<file path="src/rtl/vend_ctrl_pkg.sv">
// -----------------------------------------------------------------------------
// vend_ctrl_pkg
// Shared definitions for the vending controller: FSM state encoding, the
// credit width (rupees, 0..15) and the item-index width (4 items).
// -----------------------------------------------------------------------------
package vend_ctrl_pkg;

    localparam int CREDIT_W = 4;
    localparam int ITEM_W   = 2;

    typedef enum logic [1:0] {
        ST_IDLE     = 2'd0,
        ST_COLLECT  = 2'd1,
        ST_DISPENSE = 2'd2,
        ST_CHANGE   = 2'd3
    } state_t;

endpackage

</file>
<file path="src/rtl/vend_price_lut.sv">
// -----------------------------------------------------------------------------
// vend_price_lut
// Maps an item index to its price in rupees.
// Ports:
//   item_i  - item index 0..3
//   price_o - price of that item
// -----------------------------------------------------------------------------
module vend_price_lut
    import vend_ctrl_pkg::*;
#(
    parameter int PRICE0 = 3,
    parameter int PRICE1 = 4,
    parameter int PRICE2 = 5,
    parameter int PRICE3 = 7
) (
    input  logic [ITEM_W-1:0]   item_i,
    output logic [CREDIT_W-1:0] price_o
);

    always_comb begin
        price_o = CREDIT_W'(PRICE0);
        case (item_i)
            2'd0:    price_o = CREDIT_W'(PRICE0);
            2'd1:    price_o = CREDIT_W'(PRICE1);
            2'd2:    price_o = CREDIT_W'(PRICE2);
            default: price_o = CREDIT_W'(PRICE3);
        endcase
    end

endmodule

</file>
<file path="src/rtl/vend_ctrl.sv">
// -----------------------------------------------------------------------------
// vend_ctrl
// Coin-operated vending controller: accepts 1/2-rupee coins up to a credit
// ceiling, latches an item selection, dispenses once credit covers the price,
// then pays change one coin at a time. Cancel or an idle timeout refunds.
// Ports:
//   clk, rst             - clock, asynchronous active-high reset
//   coin1, coin2         - coin-inserted pulses (1 / 2 rupees)
//   sel_valid, sel       - item selection pulse and index
//   cancel               - refund request pulse
//   disp_req, disp_item  - dispense request (level) and item, disp_ack completes
//   chg_req              - eject-one-coin request (level), chg_ack completes
//   coin_rej             - pulse: coin returned unaccepted
//   credit               - current credit
//   busy                 - high while dispensing or paying change
// -----------------------------------------------------------------------------
module vend_ctrl
    import vend_ctrl_pkg::*;
#(
    parameter int PRICE0     = 3,
    parameter int PRICE1     = 4,
    parameter int PRICE2     = 5,
    parameter int PRICE3     = 7,
    parameter int MAX_CREDIT = 9,
    parameter int TIMEOUT    = 1000
) (
    input  logic                clk,
    input  logic                rst,
    input  logic                coin1,
    input  logic                coin2,
    input  logic                sel_valid,
    input  logic [ITEM_W-1:0]   sel,
    input  logic                cancel,
    output logic                disp_req,
    output logic [ITEM_W-1:0]   disp_item,
    input  logic                disp_ack,
    output logic                chg_req,
    input  logic                chg_ack,
    output logic                coin_rej,
    output logic [CREDIT_W-1:0] credit,
    output logic                busy
);

    localparam int TMO_W = $clog2(TIMEOUT + 1);

    state_t              state_q, state_d;
    logic [CREDIT_W-1:0] credit_q, credit_d;
    logic                pend_vld_q, pend_vld_d;
    logic [ITEM_W-1:0]   pend_idx_q, pend_idx_d;
    logic [ITEM_W-1:0]   disp_item_q, disp_item_d;
    logic [TMO_W-1:0]    tmo_q, tmo_d;
    logic                coin_rej_q, coin_rej_d;

    logic [ITEM_W-1:0]   lut_idx;
    logic [CREDIT_W-1:0] price;
    logic [CREDIT_W:0]   coin_val;
    logic [CREDIT_W:0]   credit_sum;
    logic                coin_open;
    logic                coin_ok;
    logic                activity;

    // One LUT serves both uses: the pending item while collecting, the
    // latched item while dispensing (for the credit deduction).
    assign lut_idx = (state_q == ST_DISPENSE) ? disp_item_q : pend_idx_q;

    vend_price_lut #(
        .PRICE0 (PRICE0),
        .PRICE1 (PRICE1),
        .PRICE2 (PRICE2),
        .PRICE3 (PRICE3)
    ) u_price_lut (
        .item_i  (lut_idx),
        .price_o (price)
    );

    // Extra bit so credit + 2 cannot wrap before the ceiling compare.
    assign coin_val   = coin2 ? (CREDIT_W+1)'(2) : (CREDIT_W+1)'(1);
    assign coin_open  = (state_q == ST_IDLE) || (state_q == ST_COLLECT);
    assign coin_ok    = coin_open && (coin1 ^ coin2) &&
                        (({1'b0, credit_q} + coin_val) <= (CREDIT_W+1)'(MAX_CREDIT));
    assign credit_sum = {1'b0, credit_q} + (coin_ok ? coin_val : '0);
    assign activity   = coin_ok || sel_valid;

    always_comb begin
        state_d     = state_q;
        credit_d    = credit_q;
        pend_vld_d  = pend_vld_q;
        pend_idx_d  = pend_idx_q;
        disp_item_d = disp_item_q;
        tmo_d       = '0;
        coin_rej_d  = (coin1 || coin2) && !coin_ok;

        case (state_q)
            ST_IDLE: begin
                credit_d = credit_sum[CREDIT_W-1:0];
                if (coin_ok) begin
                    state_d = ST_COLLECT;
                end
                if (sel_valid) begin
                    pend_vld_d = 1'b1;
                    pend_idx_d = sel;
                end
            end

            ST_COLLECT: begin
                // Coins accepted this cycle are banked even if we leave.
                credit_d = credit_sum[CREDIT_W-1:0];
                if (cancel) begin
                    state_d    = ST_CHANGE;
                    pend_vld_d = 1'b0;
                end else if (!activity && (tmo_q == TMO_W'(TIMEOUT - 1))) begin
                    state_d    = ST_CHANGE;
                    pend_vld_d = 1'b0;
                end else if (pend_vld_q && (credit_q >= price)) begin
                    // Uses registered credit; a selection arriving in this
                    // same cycle is dropped along with the consumed one.
                    state_d     = ST_DISPENSE;
                    disp_item_d = pend_idx_q;
                    pend_vld_d  = 1'b0;
                end else begin
                    if (sel_valid) begin
                        pend_vld_d = 1'b1;
                        pend_idx_d = sel;
                    end
                    tmo_d = activity ? '0 : tmo_q + TMO_W'(1);
                end
            end

            ST_DISPENSE: begin
                if (disp_ack) begin
                    credit_d = credit_q - price;
                    state_d  = (credit_q != price) ? ST_CHANGE : ST_IDLE;
                end
            end

            default: begin // ST_CHANGE
                if (chg_ack) begin
                    credit_d = credit_q - CREDIT_W'(1);
                    if (credit_q == CREDIT_W'(1)) begin
                        state_d = ST_IDLE;
                    end
                end
            end
        endcase
    end

    always_ff @(posedge clk or posedge rst) begin
        if (rst) begin
            state_q     <= ST_IDLE;
            credit_q    <= '0;
            pend_vld_q  <= 1'b0;
            pend_idx_q  <= '0;
            disp_item_q <= '0;
            tmo_q       <= '0;
            coin_rej_q  <= 1'b0;
        end else begin
            state_q     <= state_d;
            credit_q    <= credit_d;
            pend_vld_q  <= pend_vld_d;
            pend_idx_q  <= pend_idx_d;
            disp_item_q <= disp_item_d;
            tmo_q       <= tmo_d;
            coin_rej_q  <= coin_rej_d;
        end
    end

    assign disp_req  = (state_q == ST_DISPENSE);
    assign disp_item = disp_item_q;
    assign chg_req   = (state_q == ST_CHANGE);
    assign busy      = disp_req || chg_req;
    assign coin_rej  = coin_rej_q;
    assign credit    = credit_q;

endmodule

</file>
<file path="config.mk">
export PLATFORM = sky130hd
export DESIGN_NAME = vend_ctrl
export DESIGN_NICKNAME = d
export VERILOG_FILES = /design/src/rtl/vend_ctrl_pkg.sv /design/src/rtl/vend_price_lut.sv /design/src/rtl/vend_ctrl.sv
export SDC_FILE = /design/constraint.sdc
export NUM_CORES = 1
export LEC_CHECK = 0
export BUFFER_PORTS_ARGS = -buffer_cell sky130_fd_sc_hd__buf_2
export CORE_ASPECT_RATIO = 1.2
export CORE_MARGIN = 3
export CORE_UTILIZATION = 59
export CTS_BUF_LIST = sky130_fd_sc_hd__clkbuf_2
export CTS_CLUSTER_SIZE = 30
export DETAILED_ROUTE_END_ITERATION = 8
export GPL_TIMING_DRIVEN = 0
export PLACE_DENSITY = 0.81
export SETUP_SLACK_MARGIN = 0.15
export SYNTH_ARGS = -nofsm -noshare
export SYNTH_HDL_FRONTEND = slang
export SYNTH_SLANG_ARGS = --single-unit
export TNS_END_PERCENT = 100
</file>
<file path="constraint.sdc">
create_clock -name clk -period 3.8 [get_ports clk]
set_input_delay 0.19 -clock clk [delete_from_list [all_inputs] [get_ports clk]]
set_output_delay 0.19 -clock clk [all_outputs]
set_load 0.005 [all_outputs]
</file>
# == Word level (Yosys, flattened, before mapping) ==
# Index checks and enable logic that the tools add are counted.
# totals
register_bits,22
output_inout_bits,10
# op_classes
n_eq_ne,14
muxes,31
magnitude_cmp,2
reduce_logical,22
bitwise_logic,3
n_addsub,5
# ops
cell,n
$mux 10,5
$mux 2,15
$add 10x1->10 const B,1
$eq 10x10->1 const B,1
$pmux 3 s3,1
$mux 4,2
$ne 2x2->1 const B,4
$pmux 4 s2,1
$reduce_and 4->1,2
$reduce_bool 4->1,2
$eq 2x2->1 const B,3
$pmux 2 s3,1
$add 4x2->5,1
$le 5x4->1 const B,1
$logic_and 1x1->1,5
$reduce_and 5->1,1
$add 4x2->4,1
$eq 2x1->1 const B,2
$eq 4x1->1 const B,1
$ge 4x4->1,1
$logic_not 2->1,2
$logic_or 1x1->1,4
$mux 1,4
$ne 4x2->1 const B,1
other kinds (13),15

# == Logic depth before layout (Yosys ltp) ==
# Gate-level depths: netlist of the first run.
# logic_depth
word_depth,10
depth_mapped,15
ltp_nobuf,15

# == Hierarchy ==
# From an unflattened synthesis of the first run, not the netlist that was laid out.
# hier_totals
hier_cells,179
hier_area_um2,1626.6
# by_module_without_submodules
mod,cells_per_inst,instances,area_per_inst_um2
vend_ctrl,170,1,1571.5
vend_price_lut,9,1,55.1

# == Worst setup path before layout of the first run ==
# OpenSTA, ideal clock, no wires.
# synth_timing
path_type,register -> register
from,register state_q[0]
to,register pend_idx_q[0]
stages_incl_launch_ff,14
period_less_slack_ns,2.981
setup_slack_ns,0.819
arrival_time_ns,2.856
t_required_ns,3.675
cell_sequence,dfrtp_1 buf_2 nor2_1 mux2i_1 inv_1 ha_1 inv_1 ha_1 fa_1 a21bo_1 a211o_1 a21oi_2 o21a_1 mux2_2
# synth_between
elab_cells_between_ends,22
cone_classes,order compare (1); eq/ne (7); mux (3); reduce/logical (11)
# synth_lines
item,line_no,rtl
"start, declared",vend_ctrl.sv:46,"state_t state_q, state_d;"
"start signal, assigned",vend_ctrl.sv:157,state_q <= state_d;
$eq 2x2->1 (*),n/a,
named net disp_req,vend_ctrl.sv:34,"output logic disp_req,"
$mux 2 (*),vend_ctrl.sv:64,assign lut_idx = (state_q == ST_DISPENSE) ? disp_item_q : pend_idx_q;
$eq 2x2->1 (tied with other cells),vend_price_lut.sv:22,case (item_i)
$pmux 3 s3 (*),vend_price_lut.sv:22,
$ge 4x4->1 (*),vend_ctrl.sv:114,end else if (pend_vld_q && (credit_q >= price)) begin
$logic_and 1x1->1 (*),vend_ctrl.sv:114,
$ne 2x2->1 (no line) (*),n/a,
$reduce_and 4->1 (no line) (*),n/a,
"end signal, assigned",vend_ctrl.sv:160,pend_idx_q <= pend_idx_d;
"end, declared",vend_ctrl.sv:49,"logic [ITEM_W-1:0] pend_idx_q, pend_idx_d;"
# The timed path passes the listed nets; every way through them passes the cells marked *.
# A chain may end at the register's enable or synchronous reset.

# == Worst setup path in the final report of the first run ==
# layout_timing
from,register state_q[1]
to,register pend_idx_q[0]
# layout_between
elab_chain_len,9
elab_cells_between_ends,22
cone_classes,order compare (1); eq/ne (7); mux (3); reduce/logical (11)
# layout_lines
item
"parallel branches: the longest is 9 deep, another holds $ge 4x4->1"
# Several ways; the timed one is not identified.

==> results.toml, run 1 <==
[floorplan]
start_util_pct = 64.36
die_w_um = 52.72
coreArea_mm2 = 0.002401
num_rows = 19
die_h_um = 62.06
io_pins = 20
dieArea_mm2 = 0.003271

[drt]
drc = 0
drt-vias-per-instance = 5.721
first_pass_iters = 4
wl_per_cell_um = 15.04
vias = 1253
drt-total-wl_um = 3293
drt-initial-drc-count = 36
antenna_left = 0

[sta]
fin_worst_skew_ps = 1.379
period_share_pct = 87.66
fin_crit_ps = 3331
tns_ps = 0
fmax_ghz = 0.3002
slew_viol_final = 0
rsz0062_at_grt = "false"
hold_violations = 0
setup_viol = 0
worst_pin_slew_ps = 847.2
slew_headroom_pct = 43.45

[job]
cap_viol_max_count = 0

[global_routing]
grt_pass1_wl_um = 5478
grt_usage_pct = 22.42
overflow = 0
grt_antenna_before_repair = 0
grt_pass1_vias = 1253
grt_max_degree = 23

[power_and_ir_drop]
leakagePower_nw = 0.8553
p_per_area_mw_per_mm2 = 802.2
vdd_drop_max_v = 0.0005346

[worst_setup_path]
cp.arrival_ps = 3590
start_kind = "flop"
timing.rr.start = "state_q[1]"
r2r_cells = 13
crit_family = "compound AO/OA/AOI/OAI gates"
reg2reg_to = "pend_idx_q[0]"
cp.depth = 13
crit_path_max_fanout = 6
crit_chain = "inv_1 -> nor2_1 -> mux2i_1 -> inv_1 -> ha_1 -> inv_1 -> ha_1 -> fa_1 -> a21bo_1 -> a211o_1 -> a21oi_2 -> o21a_1 -> mux2_2"
cp_slowest_stage_delay_ps = 490
cp_data_required_time_ps = 4060
crit_slowest_cell = "dfrtp_1"
crit_type = "flop to flop"
cp-end-kind = "flop"
crit_top_cell = "inv_1"
worst_setup_path_startpoint = "state_q[1]"
endpoint = "pend_idx_q[0]"
ff2ff_setup_slack_ps = 470
crit_buf_inv = 3

[synth]
avgSynthCellArea_um2 = 9.422
synth_edf_count = 0
synth_flop_cell = "dfrtp_1"
synthTopCellsByArea = "dfrtp_1 36%, ha_1 11%, nor2_1 4.9%"
synthCells = 164
ys_top_cells_by_count = "22 x dfrtp_1, 20 x nor2_1, 17 x inv_1"
ys_seq_area_share_pct = 35.63
yosysWarnings = 0
synth-seq-cells = 22
synth_most_common_cell = "dfrtp_1"
netlist.area_leader.share_pct = 35.63
ys_async_sr_fraction_pct = 100.0
synth_top_area_cell = "dfrtp_1"
synth_cell_type_count = 46
synth_nets = 190
syn_area_mm2 = 0.001545

[clock_network]
hold_buffers = 1
postCtsSetupRepairBufs = 0
cts_resized = 0
clock_latency_ps = 340
cts_root_buf = "clkbuf_2"
cts.sinks = 22
cts_max_path_buffers = 2
htree_levels = 1
cts_inserted_buffers = 3
cts_tree = "done"
path_clk_slew_ps = 210

[outcome]
status = "finished clean"

[final_layout]
final_layout_size_suffix_gt1_share_pct = 18.09
area_delta_synth_final_pct = 12.23
nets = 215
instances_no_fill = 219
antenna_cells = 0

[placement]
place_congestion = 0.8453
dp_hpwl_um = 2481
dp.cells = 214
io_buffers = 19

[min_path]
hp-class = "primary input to flop"
sequential cells by signal, indices dropped and copies added, names as in the netlist:
register,cells
coin_rej,1
credit,4
disp_item,2
pend_idx_q,2
pend_vld_q,1
state_q,2
tmo_q,10
layout make-up:
cell class                      count  area, um^2
Clock inverter                      1       30.03
Multi-Input combinational cell    121       913.4
Buffer                              4       17.52
Inverter                           17       63.81
Tap cell                           31       38.79
Clock buffer                        3       15.01
Fill cell                         200       666.9
Sequential cell                    22       550.5
Timing Repair Buffer               20       105.1
report_power, final:
group	switching, mW	leakage, nW	internal (mW)
logic	0.464	0.549	0.396
registers	0.0675	0.280	0.298
clock network	0.0755	0.0266	0.0907
total	0.607	0.855	0.784
cells by family (layout without fill, tap and decap cells):
| family | after synthesis | after routing | share of synthesized area, % |
|---|---|---|---|
| simple gates | 55 | 55 | 18.63 |
| compound gates | 32 | 32 | 14.41 |
| flops | 22 | 22 | 35.63 |
| buf+inv | 21 | 45 | 5.263 |
| fa+ha+maj | 16 | 16 | 14.41 |
| xor+xnor | 10 | 10 | 5.668 |
| mux | 8 | 8 | 5.992 |
worst reg2reg max path, cell delays in order (launching register included):
cell     delay, ps
dfrtp_1        490
inv_1          150
nor2_1         310
mux2i_1        290
inv_1           70
ha_1           190
inv_1           70
ha_1           190
fa_1           230
a21bo_1        210
a211o_1        310
a21oi_2        230
o21a_1         180
mux2_2         340
worst min path at each step:
stage | slack, ps | from | depth (start not counted) | to
after CTS | 50 | sel[0] | 2 | pend_idx_q[0]
final | 60 | sel[1] | 2 | pend_idx_q[1]
after detailed placement | 390 | rst | 2 | tmo_q[4]
after global placement | 380 | rst | 2 | tmo_q[4]
after global routing | 40 | sel[1] | 2 | pend_idx_q[1]
after floorplan | 180 | rst | 1 | coin_rej
per-layer routing:
| layer | global-route usage [%] | routed length, um |
|---|---|---|
| met5 | 0 | 0 |
| met1 | 27.62 | 1423 |
| met2 | 40.43 | 1708 |
| met4 | 9.489 | 61 |
| met3 | 1.671 | 99 |
metrics by stage:
step	hold slack, ps	power, mW	util (%)	worst slack, ps	instance area [um^2]
final	59.44	1.391	72.23	469.0	1734
after global routing	39.10	1.511	72.23	244.6	1734
after CTS	51.18	1.390	72.23	461.0	1734
after detailed placement	393.0	1.222	69.93	482.8	1679
after global placement	383.1	1.164	69.93	638.7	1679
after floorplan	179.2	0.9922	-	818.7	1545
cells in the final DEF (no fill, tap or decap), types with 2 or more instances in the layout:
cell type | synthesis | routed
mux2_4 | 2 | 2
xnor2_1 | 7 | 7
inv_1 | 17 | 17
dfrtp_1 | 22 | 22
nor2_1 | 20 | 20
ha_1 | 13 | 13
nand3_1 | 4 | 4
or3_1 | 2 | 2
a21oi_1 | 8 | 8
xor2_1 | 3 | 3
o21a_1 | 2 | 2
clkbuf_2 | 1 | 4
nand2b_1 | 2 | 2
mux2_2 | 2 | 2
and3_1 | 6 | 6
a21boi_0 | 2 | 2
nor4_1 | 2 | 2
o21ai_0 | 6 | 6
mux2i_1 | 4 | 4
nor2b_1 | 3 | 3
fa_1 | 3 | 3
a21oi_2 | 2 | 2
nand2_1 | 7 | 7
clkbuf_1 | 2 | 2
buf_2 | 1 | 20
(Power assumes the default switching activity.)
==> run 2: changes to the inputs <==
--- a/config.mk
+++ b/config.mk
@@ -6,14 +6,16 @@
 export NUM_CORES = 1
 export LEC_CHECK = 0
 export BUFFER_PORTS_ARGS = -buffer_cell sky130_fd_sc_hd__buf_2
+export CELL_PAD_IN_SITES_DETAIL_PLACEMENT = 0
+export CELL_PAD_IN_SITES_GLOBAL_PLACEMENT = 1
 export CORE_ASPECT_RATIO = 1.2
 export CORE_MARGIN = 3
-export CORE_UTILIZATION = 59
+export CORE_UTILIZATION = 46
 export CTS_BUF_LIST = sky130_fd_sc_hd__clkbuf_2
 export CTS_CLUSTER_SIZE = 30
 export DETAILED_ROUTE_END_ITERATION = 8
 export GPL_TIMING_DRIVEN = 0
-export PLACE_DENSITY = 0.81
+export PLACE_DENSITY = 0.82
 export SETUP_SLACK_MARGIN = 0.15
 export SYNTH_ARGS = -nofsm -noshare
 export SYNTH_HDL_FRONTEND = slang
==> constraint.sdc (replaced) <==
create_clock -name clk -period 3.6 [get_ports clk]
set_input_delay 0.18 -clock clk [delete_from_list [all_inputs] [get_ports clk]]
set_output_delay 0.18 -clock clk [all_outputs]
set_load 0.01 [all_outputs]
==> run 2 against run 1 <==
  * Hold slack better by 10 ps
  * Die area rose by 25%
  * Total power grew 1.1%
  * Cell area fell by 0.94%
  * Register-to-register slack got worse by 40 ps
  * Clock power shrank 39%
  * Clock skew rose by 6.0 ps
  * Core utilization shrank 17 points
==> results.toml, run 2 (synthesis gave the netlist of run 1 again) <==
[power_and_ir_drop]
power_frac_seq_pct = 27.6
combPwrFrac_pct = 65.2
p_sw_mw = 0.6479
p_per_area_mw_per_mm2 = 819.1
sw_frac_of_total_pct = 46.04
intPower_mw = 0.7592
clockPowerShare_pct = 7.2
leakagePower_nw = 0.8419
vdd_drop_max_v = 0.0004437
power.total_mw = 1.407

[global_routing]
overflow = 0
grt_pass1_wl_um = 5506
grt_antenna_before_repair = 0
grt_max_degree = 23
gr-usage-met3_pct = 1.862
grt_pass1_vias = 1331
use_met2_pct = 31.33
grt_usage_pct = 16.69
grtUsageMet1_pct = 18.98
grt.busiest_layer = "met2"

[sta]
period_share_pct = 88.09
setup_viol = 0
slew_viol_final = 0
fmax_ghz = 0.3153
hold_violations = 0
hold_ws_ps = 69.67
final.setup.worst_slack_ps = 428.7
fin_crit_ps = 3171
slew_headroom_pct = 41.94
worst_pin_slew_ps = 869.9
rsz0062_at_grt = "false"
fin_worst_skew_ps = 7.415
tns_ps = 0

[final_layout]
largest_register_ff_count = 10
fillers = 307
final_layout_size_suffix_gt1_share_pct = 18.62
finalInstanceArea_mm2 = 0.001718
nets = 215
antenna_cells = 0
layout_commonest_cell = "dfrtp_1"
area_delta_synth_final_pct = 11.17
largest_register = "tmo_q"
final_cell_mix = "21 x dfrtp_1, 20 x buf_2, 19 x nor2_1, 17 x inv_1, 13 x ha_1"

[floorplan]
io_pins = 20
die_h_um = 69.49
die_w_um = 58.91
dieArea_mm2 = 0.004094
start_util_pct = 49.24
coreArea_mm2 = 0.003138
num_rows = 22

[worst_setup_path]
crit_slowest_cell = "dfrtp_1"
cp_data_required_time_ps = 3840
ff2ff_setup_slack_ps = 430
crit_path_max_fanout = 10
cp-end-kind = "flop"
start_kind = "flop"
crit_chain = "buf_2 -> nor2_2 -> mux2i_1 -> inv_1 -> ha_1 -> inv_1 -> ha_1 -> fa_1 -> a21bo_1 -> a211o_1 -> a21oi_2 -> o21a_1 -> mux2_2"
crit_type = "flop to flop"
cp_slowest_stage_delay_ps = 420
cp.arrival_ps = 3410

[clock_network]
cts_max_path_buffers = 2
cts_tree = "done"
path_clk_slew_ps = 210
cts_root_buf = "clkbuf_2"
htree_levels = 1
cts_inserted_buffers = 3
clock_latency_ps = 330
cts.sinks = 22

[outcome]
status = "finished clean"

[drt]
drc = 0
wl_per_cell_um = 14.25
antenna_left = 0
drt-initial-drc-count = 47
drt-vias-per-instance = 5.580
first_pass_iters = 4
vias = 1250
drt-total-wl_um = 3193

[placement]
dp_slack_ps = 349.7
io_buffers = 19
dp_hpwl_um = 2495
place_congestion = 0.8194
postPlaceCellArea_mm2 = 0.001685

[job]
cap_viol_max_count = 0

[min_path]
hp-class = "primary input to flop"
run 2: repair_timing:
action | CTS | global route
setup buffers | 0 | 0
endpoints found under the hold margin | 12 | 0
hold buffers | 1 | 0
gates resized for setup | 0 | 2
endpoints found under the setup margin | 0 | 13
run 2: stage by stage:
step / util [%] / cells
after floorplan: - / 164
after global placement: 53.71 / 219
after detailed placement: 53.71 / 219
after CTS: 54.63 / 224
after global routing: 54.74 / 224
final: 54.74 / 224
run 2: worst max-delay path, delay by kind of cell, from the launching register on:
family                     cells  cell delay, ps
buffers and inverters          3             310
AOI/OAI and AO/OA              4             930
adders and majority gates      3             570
and+or+nand+nor                1             230
muxes                          2             620
DFF                            1             420
run 2: path summary, 6_finish.rpt:
kind	startpoint	endpoint	cells after the start
setup / recovery	state_q[0]	pend_idx_q[0]	13
hold / removal	sel[1]	pend_idx_q[1]	2
setup reg to reg	state_q[0]	pend_idx_q[0]	13
hold reg to reg	tmo_q[0]	tmo_q[0]	1
max in group asynchronous	rst	credit[1]	3
min in group asynchronous	rst	coin_rej	3
run 2: layout make-up:
class                      count  area [um^2]  share of cell area (%)
clock inverter                 1        3.754                  0.2185
multi-input combinational    121        915.9                   53.31
tap                           36        45.04                   2.622
inverter                      17        63.81                   3.714
sequential                    22        551.8                   32.12
buffer                         4        17.52                   1.020
clock buffer                   3        15.01                  0.8740
timing repair buffer          20        105.1                   6.118
run 2: layer usage:
metal,share of wire (%),vias up
met4,0.85,0
met1,42,610
met3,2.9,4
met5,0,-
met2,54,21
li1,-,615
run 2: power by group through the flow:
stage	Clock (mW)	Sequential, mW	Combinational, mW
floorplan	0	0.390	0.677
global placement	0	0.388	0.869
detailed placement	0	0.394	0.919
CTS	0.107	0.389	0.926
global route	0.115	0.400	1.05
finish	0.101	0.389	0.918
